**config.mk**
```make
export PLATFORM = sky130hd
export DESIGN_NAME = inst_cache
export DESIGN_NICKNAME = d
export VERILOG_FILES = /design/src/rtl/inst_cache.sv
export SDC_FILE = /design/constraint.sdc
export NUM_CORES = 1
export LEC_CHECK = 0
export CORE_MARGIN = 4
export CORE_UTILIZATION = 58
export DETAILED_ROUTE_END_ITERATION = 6
export HOLD_SLACK_MARGIN = 0.03
export PLACE_DENSITY_LB_ADDON = 0.05
export SETUP_SLACK_MARGIN = 0.4
export SLEW_MARGIN = 20
export SYNTH_ARGS = -nofsm -noshare
export SYNTH_HDL_FRONTEND = slang
export SYNTH_SLANG_ARGS = --single-unit
```
**constraint.sdc**
```tcl
create_clock -name clock -period 4.6 [get_ports clock]
set_input_delay 0.69 -clock clock [delete_from_list [all_inputs] [get_ports clock]]
set_output_delay 0.69 -clock clock [all_outputs]
set_load 0.01 [all_outputs]
```
**src/rtl/inst_cache.sv**
```systemverilog
// Direct-mapped, one-word-per-line instruction cache; optional hit/miss counters under INST_CACHE_STATS_EN.
// Latency: hit data is combinational in the fetch cycle; a miss costs at least 2 cycles (request, then fill).
// Backpressure: stall_request freezes the CPU while the single outstanding refill waits on mem_ready.
module inst_cache #(
  parameter int INDEX_WIDTH = 4
)(
  input  logic        clock,
  input  logic        reset,
  input  logic        chip_enable,
  input  logic [31:0] address,
  input  logic        flush,
  output logic [31:0] data,
  output logic        stall_request,
  output logic        mem_request,
  output logic [31:0] mem_address,
  input  logic [31:0] mem_data,
  input  logic        mem_ready
`ifdef INST_CACHE_STATS_EN
  ,
  output logic [31:0] hit_count,
  output logic [31:0] miss_count
`endif
);

  localparam int TAG_WIDTH = 30 - INDEX_WIDTH;
  localparam int LINES     = 1 << INDEX_WIDTH;

  typedef enum logic {ST_IDLE, ST_WAIT} state_t;

  state_t                 state, next_state;
  logic [LINES-1:0]       valid;
  logic [TAG_WIDTH-1:0]   tag_mem  [LINES];
  logic [31:0]            word_mem [LINES];

  logic [INDEX_WIDTH-1:0] idx, fill_idx;
  logic [TAG_WIDTH-1:0]   tag, fill_tag;
  logic                   hit, miss_start, fill_en;
  logic                   unused_addr_lsbs;

  // Lookup uses the live fetch address; the fill uses the latched miss address
  // so the written line is correct even if the CPU address wanders.
  assign idx      = address[INDEX_WIDTH+1:2];
  assign tag      = address[31:INDEX_WIDTH+2];
  assign fill_idx = mem_address[INDEX_WIDTH+1:2];
  assign fill_tag = mem_address[31:INDEX_WIDTH+2];
  assign unused_addr_lsbs = ^address[1:0];

  assign hit  = chip_enable & valid[idx] & (tag_mem[idx] == tag);
  assign data = hit ? word_mem[idx] : 32'h0;

  // Next-state and stall decode: miss detection only in IDLE, WAIT always stalls.
  always_comb begin
    next_state    = state;
    stall_request = 1'b0;
    miss_start    = 1'b0;
    fill_en       = 1'b0;
    case (state)
      ST_IDLE: begin
        stall_request = chip_enable & ~hit;
        if (chip_enable & ~hit) begin
          miss_start = 1'b1;
          next_state = ST_WAIT;
        end
      end
      ST_WAIT: begin
        stall_request = 1'b1;
        if (mem_ready) begin
          fill_en    = 1'b1;
          next_state = ST_IDLE;
        end
      end
    endcase
  end

  // State register plus the registered external request/address.
  always_ff @(posedge clock) begin
    if (reset) begin
      state       <= ST_IDLE;
      mem_request <= 1'b0;
      mem_address <= 32'h0;
    end else begin
      state <= next_state;
      if (miss_start) begin
        mem_request <= 1'b1;
        mem_address <= {address[31:2], 2'b00};
      end else if (fill_en) begin
        mem_request <= 1'b0;
      end
    end
  end

  // Valid bits: flush beats a simultaneous fill, leaving the new line invalid.
  always_ff @(posedge clock) begin
    if (reset || flush) begin
      valid <= '0;
    end else if (fill_en) begin
      valid[fill_idx] <= 1'b1;
    end
  end

  // Tag/word storage needs no reset; valid gates every use of it.
  always_ff @(posedge clock) begin
    if (fill_en && !reset) begin
      tag_mem[fill_idx]  <= fill_tag;
      word_mem[fill_idx] <= mem_data;
    end
  end

`ifdef INST_CACHE_STATS_EN
  // Hits counted only in IDLE; misses counted on entry to WAIT. Flush leaves them alone.
  always_ff @(posedge clock) begin
    if (reset) begin
      hit_count  <= 32'h0;
      miss_count <= 32'h0;
    end else begin
      if (state == ST_IDLE && hit) hit_count <= hit_count + 32'h1;
      if (miss_start)              miss_count <= miss_count + 32'h1;
    end
  end
`endif

endmodule

```
=== After elaboration in Yosys (flattened, before gate mapping) ===
Memories as Yosys holds them, arrays and structs flattened.
Cells that the tools add are included.

* $add $sub $neg: 0
* Multiply operators: 0
* Div/mod/pow operators: 0
* Magnitude comparators: 3
* Equal/unequal tests: 1
* Shift operators: 0
* Muxes and demuxes: 16
* Bitwise gates (word level): 6
* Reductions and logical operators: 5

{| class="wikitable"
|+ Operators with widths
! operator !! count
|-
| two-way mux 32 bit || 1
|-
| equality test 26 bit || 1
|-
| OR 16 bit || 1
|-
| two-way mux 1 bit || 11
|-
| less-than comparator 4 x 5 -> 1 bit (second input constant) || 2
|-
| binary-select mux 1 bit (select 4 bit) || 1
|-
| demux 1 bit (select 4 bit) || 1
|-
| >= comparator 4 x 1 -> 1 bit (second input constant) || 1
|-
| one-hot mux 1 bit (2 select lines) || 2
|-
| bitwise AND 1 bit || 3
|-
| logical AND 1 bit || 2
|-
| inverter 1 bit || 2
|-
| nonzero test 2 bit || 1
|-
| zero test 1 bit || 1
|-
| logical OR 1 bit || 1
|}

* Bits in registers: 48
* Latch bits: 0
* RAM bits: 928
* ROM bits: 0
* Bits of input ports: 69
* Output and inout port bits: 66
* Memories: 2

{| class="wikitable"
|+ Memory list
! memory !! depth !! width !! read ports !! clocked after memory_dff !! wr ports !! line !! text
|-
| word_mem || 16 || 32 || 1 || 0 || 1 || 33 || <nowiki>logic [31:0] word_mem [LINES];</nowiki>
|-
| tag_mem || 16 || 26 || 1 || 0 || 1 || 32 || <nowiki>logic [TAG_WIDTH-1:0] tag_mem [LINES];</nowiki>
|}

=== Longest topological paths before layout ===
* Depth after elaboration: 9
* Mapped depth: 15
* Depth with buffers taken out: 8

=== Worst setup path before layout ===
Ideal clock, no wire load.

* Path kind: input-to-output
* Start: in address[2]
* End: out data[22]
* Data arrival time: 3.585 ns
* Data required time: 3.910 ns
* Slack: 0.325 ns
* Stages on the path: 11
* Path buffers: 8
* Path through: buf_6 buf_4 buf_6 buf_4 buf_4 buf_2 buf_2 buf_2 mux4_2 mux4_2 nor2b_1

* Word-level cells in the longest chain between the ends: 5

{| class="wikitable"
|+ Ends and longest elaborated chain
! item !! line !! text
|-
| start, declared || 10 || <nowiki>input logic [31:0] address,</nowiki>
|-
| branches (longest 4 deep; another with memory (16 x 26 bit)) || - ||
|-
| two-way mux 32 bit * || 49 || <nowiki>assign data = hit ? word_mem[idx] : 32'h0;</nowiki>
|-
| end, declared || 12 || <nowiki>output logic [31:0] data,</nowiki>
|}

Mark *: on every way between the ends. The select of a mux whose other input is x is not followed.

=== Worst setup path in the final report ===
* Start: in address[2]
* End: out data[9]

Same word-level chain as after synthesis.

==> results.md <==
- Sw frac: 0.206
- Endpoints failing setup: 25
- Tcrit/Tclk final: 1.02
- CTS HTree Levels: 3
- Mean routed wirelength per cell: 29.4 um
- DRC violations left: 0
- Last weighted congestion value of the routability-driven placer: around 0.8
- Violated checks: setup timing
- Later-pin clock latency in the skew report: 0.66 ns
- FFs w/ async S/R, synth: 0
- Routing layer with the top usage in global route: met2
- Clk pin slew, worst setup/hold paths: about 0.060 ns
- Transition time at the pin with the least slew margin: slightly below 1 ns
- Max-slew headroom at the worst pin: 0.356
- Die W: 264 um
- Congestion Overflow GR: 0
- Met1 track demand over resource: 0.369
- Outcome: complete, but fails checks
- Family with the most delay on the worst path: buffers and inverters
- Largest net degree at the start of global routing: about 110
- Detailed Place HPWL: ~47000 um
- Final ANT Viol Nets: 0
- Vias in the first global route: between 15000 and 20000
- NetSw: about 3.9 mW
- Critical path capture point type: output port
- Worst VDD drop: 0.393 mV
- Clock Root Buffer: sky130_fd_sc_hd__clkbuf_16
- Max Buffers Root-to-Sink: 3
- Critical path launch point type: primary input
- Routed wire length: about 88000 um
- Synthesized instance count: between 1500 and 2000
- Initial standard-cell utilization of the core: 0.587
- I/O Buffers: 130
- Via-per-instance ratio: 6.26
- Post-synthesis register bit count: 976
- Area growth syn-to-layout: 19.7%
- TritonCTS clock tree: yes
- Worst setup slack after placement: -0.500 ns
- CTS Hold Buffers Added: 0
- Clock Power Share: 0.429
- Drt first pass iters: 5
- Global-route wire length before repair: 129000 um
- Post-layout nets: around 2100
- Internal power: 15.1 mW
- CP Buf/Inv Count: 7
- Clock sink count: around 1000
- Number of DRC markers in iteration 0: a little under 2000
- Max-cap violations: 0
- RSZ-0062 raised after global routing: yes
- Final worst hold slack: 0.467 ns
- Std cell rows: just over 90
- Setup TNS: -0.601 ns
- Number of antenna violations at the first check in global routing: 2
- Clk_skew: about 0.023 ns
- Cell with the largest stage delay on the worst path: sky130_fd_sc_hd__mux4_2
- Shortest period the worst path allows: 4.68 ns
- Number of warnings printed during yosys synthesis: 0
- Total number of vias: 18700
- Leakage component of the power: around 15 nW
- GR Layer Usage met2: 0.415
- Proportion of synthesized chip area in sequential cells: 0.759
- Count of flip-flops with a built-in enable after synthesis: slightly above 900
- Fmax achieved: 214 MHz
- Worst EP required: about 3.9 ns
- Global Route Usage Sum: 0.253
- Core Footprint: 64700 um^2
- Die area: roughly 70000 um^2
- Total power density per cell area: roughly 420 nW/um^2
- M3 GR Usage: 0.0343
- Number of unique standard cell types used by synthesis: 58
- Final hold violation count: 0
- Synthesized area divided by synthesized cell count: about 22 um^2
- Cell-by-cell listing of the critical path: buf_16, buf_16, buf_12, buf_4, mux4_2, a32oi_2, and3_1, a211oi_1, a211oi_1, nand4b_1, or3_4, buf_6, clkbuf_16, nor2b_1, buf_2
- Vertical die dimension: 264 um
- Layout cells sized above 1: 0.319
- Total CTS buffers: 98
- Class of the worst hold path: reg2reg
- Combinational group share of total power: 0.053
- Min setup slack post-route: -0.0765 ns
- Core Util, Final: 0.703
- Top-level port count: between 100 and 150
- Sequential fraction of design power: 0.519
- Max Transition Viols Final: 0
- Prevailing post-synth register cell: sky130_fd_sc_hd__edfxtp_1
- Arrival time of data at the critical path endpoint: around 4.0 ns
- Total standard cell area after synthesis: 38000 um^2
- Category of the critical setup timing path: in2out
- Critical Path Fanout Max: 8
- Slowest cell delay on critical path: between 0.5 and 0.6 ns
[tightest hold or removal path, delay by kind of cell (launching register included)]
kind | cells | cell delay [ns]
flops | 1 | 0.32
simple gates | 1 | 0.07
compound gates | 1 | 0.04
[placed cells by master (no fill, tap or decap), types with 6 or more instances in the layout]
| cell | n |
|---|---|
| sky130_fd_sc_hd__clkinv_2 | 14 |
| sky130_fd_sc_hd__clkdlybuf4s50_1 | 92 |
| sky130_fd_sc_hd__clkbuf_16 | 99 |
| sky130_fd_sc_hd__clkbuf_1 | 14 |
| sky130_fd_sc_hd__buf_6 | 22 |
| sky130_fd_sc_hd__xnor2_1 | 15 |
| sky130_fd_sc_hd__buf_2 | 24 |
| sky130_fd_sc_hd__clkinvlp_4 | 9 |
| sky130_fd_sc_hd__nand2_1 | 13 |
| sky130_fd_sc_hd__mux2i_1 | 78 |
| sky130_fd_sc_hd__nor2b_1 | 26 |
| sky130_fd_sc_hd__buf_12 | 42 |
| sky130_fd_sc_hd__a22oi_1 | 9 |
| sky130_fd_sc_hd__dfxtp_1 | 48 |
| sky130_fd_sc_hd__bufinv_16 | 15 |
| sky130_fd_sc_hd__nor2_1 | 31 |
| sky130_fd_sc_hd__mux4_2 | 256 |
| sky130_fd_sc_hd__xor2_1 | 11 |
| sky130_fd_sc_hd__buf_4 | 119 |
| sky130_fd_sc_hd__clkinv_1 | 18 |
| sky130_fd_sc_hd__nand2b_1 | 67 |
| sky130_fd_sc_hd__nand3_1 | 6 |
| sky130_fd_sc_hd__inv_1 | 8 |
| sky130_fd_sc_hd__a31oi_1 | 8 |
| sky130_fd_sc_hd__a21oi_1 | 22 |
| sky130_fd_sc_hd__nor2_4 | 16 |
| sky130_fd_sc_hd__nor2b_4 | 13 |
| sky130_fd_sc_hd__o22ai_1 | 8 |
| sky130_fd_sc_hd__edfxtp_1 | 928 |
[timing repair]
action / 4_1_cts / 5_1_grt
setup endpoints to repair: 33 / 33
gates cloned: 2 / 1
pin swaps: 7 / 4
setup buffers: 19 / 1
gates resized for setup: 190 / 33
[power by group through the flow]
stage	Clock, mW	Sequential, mW	Combinational, mW
final	8.15	9.86	1.00
after global routing	8.68	9.87	1.07
after CTS	8.30	9.86	0.999
after detailed placement	0	10.1	0.961
after global placement	0	10.0	0.952
after floorplan	0	10.0	0.543
[synthesized netlist by cell type (all sizes together) (4+ instances only)]
cell / n / area, um^2
o21ai: 8 / 40.0
mux4: 257 / 5790
inv: 8 / 30.0
mux2i: 84 / 841
and3: 4 / 25.0
nor2: 48 / 180
nand3: 6 / 30.0
nor2b: 41 / 257
xnor2: 18 / 158
nor3: 4 / 20.0
buf: 51 / 349
a21oi: 22 / 110
clkbuf: 41 / 154
dfxtp: 48 / 961
edfxtp: 928 / 27900
or3: 4 / 30.0
xor2: 11 / 96.3
o22ai: 8 / 50.1
nand2b: 67 / 419
nand2: 13 / 48.8
a22oi: 13 / 97.6
a31oi: 8 / 50.1
[cells by family after synthesis]
logic type,Yosys count,synth area share
AO/OA/AOI/OAI,85,0.0151
flip-flops,976,0.759
AND/OR/NAND/NOR,203,0.0297
XOR/XNOR,29,0.00668
other,1,0.0000987
buffers and inverters,102,0.0142
multiplexers,344,0.175
[flip-flops by register name, summed over array words and instances (netlist names)]
signal       cells
valid           16
tag_mem        416
mem_address     30
mem_request      1
state            1
word_mem       512
[per-layer routing]
metal	up-vias	wire, um	part of all wire
li1	7878	-	-
met1	10000	36500	0.41
met2	705	44300	0.50
met3	107	5250	0.060
met4	2	1890	0.021
met5	-	16	0.00018
[through the flow]
step / total power [mW] / instance area [um^2] / cells
final: 19.0 / 45500 / 2989
after global routing: 19.6 / 45500 / 2988
after CTS: 19.2 / 45300 / 2986
after detailed placement: 11.0 / 41600 / 2788
after global placement: 11.0 / 41600 / 2788
after floorplan: 10.6 / 38000 / 1741
[area by class of cell]
type                    count  area [um^2]
clock inverters            62          773
clock buffers             115         2550
inverters                  10         38.8
fillers                  4001        19200
flip-flops and latches    976        28800
multi-input cells         663         8990
well taps                 855         1070
repair buffers            307         3220
diodes                      1         2.50
[worst paths after layout]
path	start	end	slack, ns	cells past startpoint
worst min register to register	valid[13]$_SDFFE_PP0P_	valid[13]$_SDFFE_PP0P_	0.47	2
worst max-delay path	address[2]	data[9]	-0.08	15
worst max register to register	tag_mem[4][9]$_DFFE_PP_	mem_address[27]$_SDFFE_PP0P_	1.34	10
worst min-delay path	valid[13]$_SDFFE_PP0P_	valid[13]$_SDFFE_PP0P_	0.47	2
(Power assumes the default switching activity.)
